[config.mk]
export PLATFORM = sky130hd
export DESIGN_NAME = serial_subtractor
export DESIGN_NICKNAME = d
export VERILOG_FILES = /design/src/rtl/alu_pkg.sv /design/src/rtl/serial_subtractor_fs.sv /design/src/rtl/serial_subtractor.sv
export SDC_FILE = /design/constraint.sdc
export NUM_CORES = 1
export LEC_CHECK = 0
export CAP_MARGIN = 20
export CORE_MARGIN = 2
export CORE_UTILIZATION = 55
export CTS_CLUSTER_DIAMETER = 200
export DETAILED_ROUTE_END_ITERATION = 7
export PLACE_DENSITY = 0.87
export SYNTH_ARGS = -nofsm -noshare
export SYNTH_HDL_FRONTEND = slang
export SYNTH_HIERARCHICAL = 1
export SYNTH_SLANG_ARGS = --single-unit
[constraint.sdc]
create_clock -name clk -period 3.3 [get_ports clk]
set_clock_uncertainty 0.05 [all_clocks]
set_input_delay 0.495 -clock clk [delete_from_list [all_inputs] [get_ports clk]]
set_output_delay 0.495 -clock clk [all_outputs]
set_load 0.01 [all_outputs]
[src/rtl/alu_pkg.sv]
// Shared ALU definitions: sequencing-FSM state encoding and the default datapath
// width used by both the adder and the subtractor datapaths.
package alu_pkg;

    localparam int unsigned ALU_WIDTH = 4;

    typedef enum logic [1:0] {
        IDLE = 2'd0,
        RUN  = 2'd1,
        DONE = 2'd2
    } state_t;

endpackage

[src/rtl/serial_subtractor_fs.sv]
// One-bit full-subtractor cell, d = x - y - bin, written as a gate netlist so it
// mirrors the full-adder cell used by the ripple-carry adder.
module full_subtractor (
    input  logic x,
    input  logic y,
    input  logic bin,
    output logic d,
    output logic bout
);

    logic w_xy_x;
    logic w_not_x;
    logic w_not_xy;
    logic w_gen;
    logic w_prop;

    assign w_xy_x   = x ^ y;
    assign w_not_x  = ~x;
    assign w_not_xy = ~w_xy_x;
    // A borrow is generated by 0-1, or propagated when x==y and a borrow comes in.
    assign w_gen    = w_not_x & y;
    assign w_prop   = w_not_xy & bin;
    assign d        = w_xy_x ^ bin;
    assign bout     = w_gen | w_prop;

endmodule

[src/rtl/serial_subtractor.sv]
// Bit-serial two's-complement subtractor: diff = a - b, one bit per clock, LSB first,
// through a single full-subtractor cell and a borrow flip-flop, with start/done handshake.
module serial_subtractor
    import alu_pkg::*;
#(
    parameter int unsigned WIDTH = ALU_WIDTH,
    parameter int unsigned CNT_W = $clog2(WIDTH + 1)
) (
    input  logic             clk,
    input  logic             rst_n,
    input  logic             start,
    input  logic [WIDTH-1:0] a,
    input  logic [WIDTH-1:0] b,
    output logic             busy,
    output logic             done,
    output logic [WIDTH-1:0] diff,
    output logic             borrow_out,
    output logic             zero,
    output logic             overflow
);

    state_t r_state;
    state_t w_state_nxt;

    logic [WIDTH-1:0] r_sa;
    logic [WIDTH-1:0] r_sb;
    logic [WIDTH-1:0] r_res;
    logic [CNT_W-1:0] r_cnt;
    logic             r_borrow;
    logic             r_a_msb;
    logic             r_b_msb;

    logic             w_d;
    logic             w_bout;
    logic             w_last;
    logic             w_accept;
    logic [WIDTH-1:0] w_res_nxt;

    full_subtractor u_cell (
        .x    (r_sa[0]),
        .y    (r_sb[0]),
        .bin  (r_borrow),
        .d    (w_d),
        .bout (w_bout)
    );

    assign w_last    = (r_cnt == CNT_W'(WIDTH - 1));
    assign w_accept  = start && (r_state == IDLE || r_state == DONE);
    assign w_res_nxt = {w_d, r_res[WIDTH-1:1]};

    always_ff @(posedge clk) begin
        if (!rst_n) begin
            r_state <= IDLE;
        end else begin
            r_state <= w_state_nxt;
        end
    end

    always_comb begin
        w_state_nxt = r_state;
        busy        = 1'b0;
        done        = 1'b0;
        case (r_state)
            IDLE: begin
                if (start) w_state_nxt = RUN;
            end
            RUN: begin
                busy = 1'b1;
                if (w_last) w_state_nxt = DONE;
            end
            DONE: begin
                done        = 1'b1;
                w_state_nxt = start ? RUN : IDLE;
            end
            default: w_state_nxt = IDLE;
        endcase
    end

    always_ff @(posedge clk) begin
        if (!rst_n) begin
            r_sa       <= '0;
            r_sb       <= '0;
            r_res      <= '0;
            r_cnt      <= '0;
            r_borrow   <= 1'b0;
            r_a_msb    <= 1'b0;
            r_b_msb    <= 1'b0;
            diff       <= '0;
            borrow_out <= 1'b0;
            zero       <= 1'b0;
            overflow   <= 1'b0;
        end else if (w_accept) begin
            r_sa       <= a;
            r_sb       <= b;
            r_res      <= '0;
            r_cnt      <= '0;
            r_borrow   <= 1'b0;
            r_a_msb    <= a[WIDTH-1];
            r_b_msb    <= b[WIDTH-1];
            diff       <= '0;
            borrow_out <= 1'b0;
            zero       <= 1'b0;
            overflow   <= 1'b0;
        end else if (r_state == RUN) begin
            r_sa     <= r_sa >> 1;
            r_sb     <= r_sb >> 1;
            r_res    <= w_res_nxt;
            r_borrow <= w_bout;
            r_cnt    <= r_cnt + CNT_W'(1);
            // Flags are published from the final bit directly, so they land with done.
            if (w_last) begin
                diff       <= w_res_nxt;
                borrow_out <= w_bout;
                zero       <= (w_res_nxt == '0);
                overflow   <= (r_a_msb != r_b_msb) && (w_d != r_a_msb);
            end
        end
    end

endmodule

==> impl_metrics.json <==
{
  "p_per_area_nw_per_um2": 416,
  "die_h_um": 49.9,
  "fin_nets": 148,
  "ant_nets": 0,
  "cts_tree": "yes",
  "avgSynthCellArea_um2": 9.91,
  "diodes": 0,
  "rsz0062_at_grt": "false",
  "cpPeakStageDelay_ns": 0.57,
  "end_kind": "output pin",
  "final_cells": 159,
  "clkTransAtPathRegs_ns": 0.13,
  "initial_core_util": 0.585,
  "routed_wl_um": 2130,
  "synth.distinct_cells": 32,
  "p_leak_nw": 0.490,
  "place_hpwl_um": 1490,
  "final_area_um2": 1340,
  "grt_pass1_vias": 880,
  "drtIter0Drc": 12,
  "grt_use_total": 0.197,
  "ir_worst_vdd_uv": 323,
  "firstDrtPassIters": 3,
  "die_area_um2": 2490,
  "grt_start_max_net_pins": 20,
  "synth_seq_cells": 26,
  "total_power_uw": 557,
  "grt-ovfl-total": 0,
  "numPlacedInstances": 156,
  "clkLatencyLatePin_ns": 0.32,
  "slew_headroom": 0.467,
  "io_pins": 20,
  "pre_cts_ws_ns": 1.07,
  "fin_crit_ns": 2.61,
  "root_buffer": "clkbuf_4",
  "crit_path_cell_trace": "nand2b_1, inv_8, clkdlybuf4s50_1",
  "rows": 16,
  "status": "completed",
  "gp_congestion": 0.730,
  "cts-buffers-inserted": 3,
  "setup_ws_ns": 0.692,
  "syn_inst": 117,
  "required_ns": 2.75,
  "fillCellCount": 159,
  "hold_viol_final": 0,
  "io_buffer_count": 19,
  "post_cts_resized": 0,
  "worstPathArrival_ns": 2.06,
  "dpl_cell_area_um2": 1320,
  "hp-class": "reg -> reg",
  "critPathBufInv": 2,
  "post_cts_buffers": 0,
  "crit_family": "buffers and inverters",
  "antenna_found_initial": 0,
  "synth_area_um2": 1160,
  "hold_buffers": 0,
  "hold_ws_ns": 0.408,
  "worstMarginPinSlew_ns": 0.799,
  "final_util": 0.675,
  "cts.sink_count": 26,
  "h-tree-depth": 1,
  "die_x_um": 49.9,
  "max_freq_ghz": 0.383,
  "wl_per_cell_um": 13.4,
  "core_region_area_um2": 1980,
  "yosysSeqAreaShare": 0.449,
  "max-cap-violations": 0,
  "area_growth_syn_to_layout_pct": 15.3,
  "final-max-slew-violation-count": 0,
  "critical_path_class": "reg -> out",
  "setup-tns-final_ns": 0,
  "yosysWarnings": 6,
  "routed-via-count": 864,
  "reg2reg_slack_ns": 1.55,
  "route.detailed.drc": 0,
  "cp_max_fo": 19,
  "cp_slowest_cell": "clkdlybuf4s50_1",
  "period_share": 0.790,
  "synthesis.nets": 131,
  "layout-drive-gt1-share": 0.174,
  "finalSetupViolCount": 0,
  "viasPerCell": 5.43,
  "grt_pass1_wl_um": 3770,
  "worstSetupStartpointType": "flip-flop",
  "clockBufferDepth": 2
}
==> cells in the final DEF, fill, tap and decap left out, drive strengths merged <==
cell            n
nand2b          2
clkbuf          3
dfxtp          26
ha              2
fa              1
o221ai          4
o21ai           1
and3            1
nor4            1
mux2i           4
a21oi           9
and2            1
nand2          17
a21boi          6
nor2           11
and2b           1
xnor2           1
nand3           6
clkdlybuf4s50  19
nor3            4
inv             5
nand3b          2
a211oi          2
nor2b           1
a22oi           2
==> state kept, by name, summed over array words and instances, names as in the netlist <==
name        flops
diff            4
r_sa            4
r_sb            4
r_cnt           3
r_res           3
r_state         2
borrow_out      1
overflow        1
r_a_msb         1
r_b_msb         1
r_borrow        1
zero            1
==> worst paths after layout <==
kind | from | end | cells after the start
setup / recovery | r_state[0] | busy | 3
setup reg to reg | r_sb[0] | zero | 5
hold / removal | zero | zero | 2
hold reg to reg | zero | zero | 2
==> final cells by class <==
type | count | area [um2] | area share
Multi-Input combinational cell | 79 | 544 | 0.407
Clock buffer | 3 | 22.5 | 0.0168
Inverter | 5 | 26.3 | 0.0196
Timing Repair Buffer | 19 | 190 | 0.142
Sequential cell | 26 | 520 | 0.389
Tap cell | 27 | 33.8 | 0.0253
==> synthesized netlist by cell type, drive strengths merged <==
cell type | count | share of area
dfxtp | 26 | 0.45
nand2 | 17 | 0.068
nor2 | 11 | 0.036
a21oi | 9 | 0.055
a21boi | 6 | 0.039
nand3 | 6 | 0.026
buf | 5 | 0.053
inv | 5 | 0.023
mux2i | 4 | 0.035
nor3 | 4 | 0.017
o221ai | 4 | 0.052
a211oi | 2 | 0.022
a22oi | 2 | 0.013
clkbuf | 2 | 0.0065
ha | 2 | 0.022
nand2b | 2 | 0.013
nand3b | 2 | 0.016
and2 | 1 | 0.0054
and2b | 1 | 0.0065
and3 | 1 | 0.0054
fa | 1 | 0.017
nor2b | 1 | 0.0054
nor4 | 1 | 0.0054
o21ai | 1 | 0.0043
xnor2 | 1 | 0.0076
==> worst register-to-register path: cells and delay by family (launching register included) <==
kind / cells / cell delay (ns)
AO/OA/AOI/OAI: 1 / 0.15
adder cells (fa/ha/maj): 1 / 0.60
buffers and inverters: 1 / 0.06
flip-flops: 1 / 0.35
AND/OR/NAND/NOR: 2 / 0.49
==> kinds of logic (layout without fill, tap and decap cells) <==
| group | after synthesis | count (layout) | share of synthesized area |
|---|---|---|---|
| AO/OA/AOI/OAI | 24 | 24 | 0.184 |
| XOR/XNOR | 1 | 1 | 0.00755 |
| adder cells (fa/ha/maj) | 3 | 3 | 0.0388 |
| buffers and inverters | 12 | 27 | 0.0820 |
| flip-flops | 26 | 26 | 0.449 |
| multiplexers | 4 | 4 | 0.0345 |
| AND/OR/NAND/NOR | 47 | 47 | 0.204 |
==> where the power goes <==
part,leakage (nW),internal (mW),total (mW),switching (mW)
Combinational,0.264,0.0378,0.0894,0.0516
Sequential,0.212,0.327,0.337,0.00997
Clock,0.0138,0.0428,0.130,0.0871
Total,0.490,0.408,0.557,0.149
==> per-layer routing <==
layer  share of wire  global-route usage
met3           0.034              0.0364
met1            0.48               0.242
met5               0                   0
met2            0.47               0.329
met4           0.023              0.0972
Note: power is estimated with default switching activity, not from simulation.
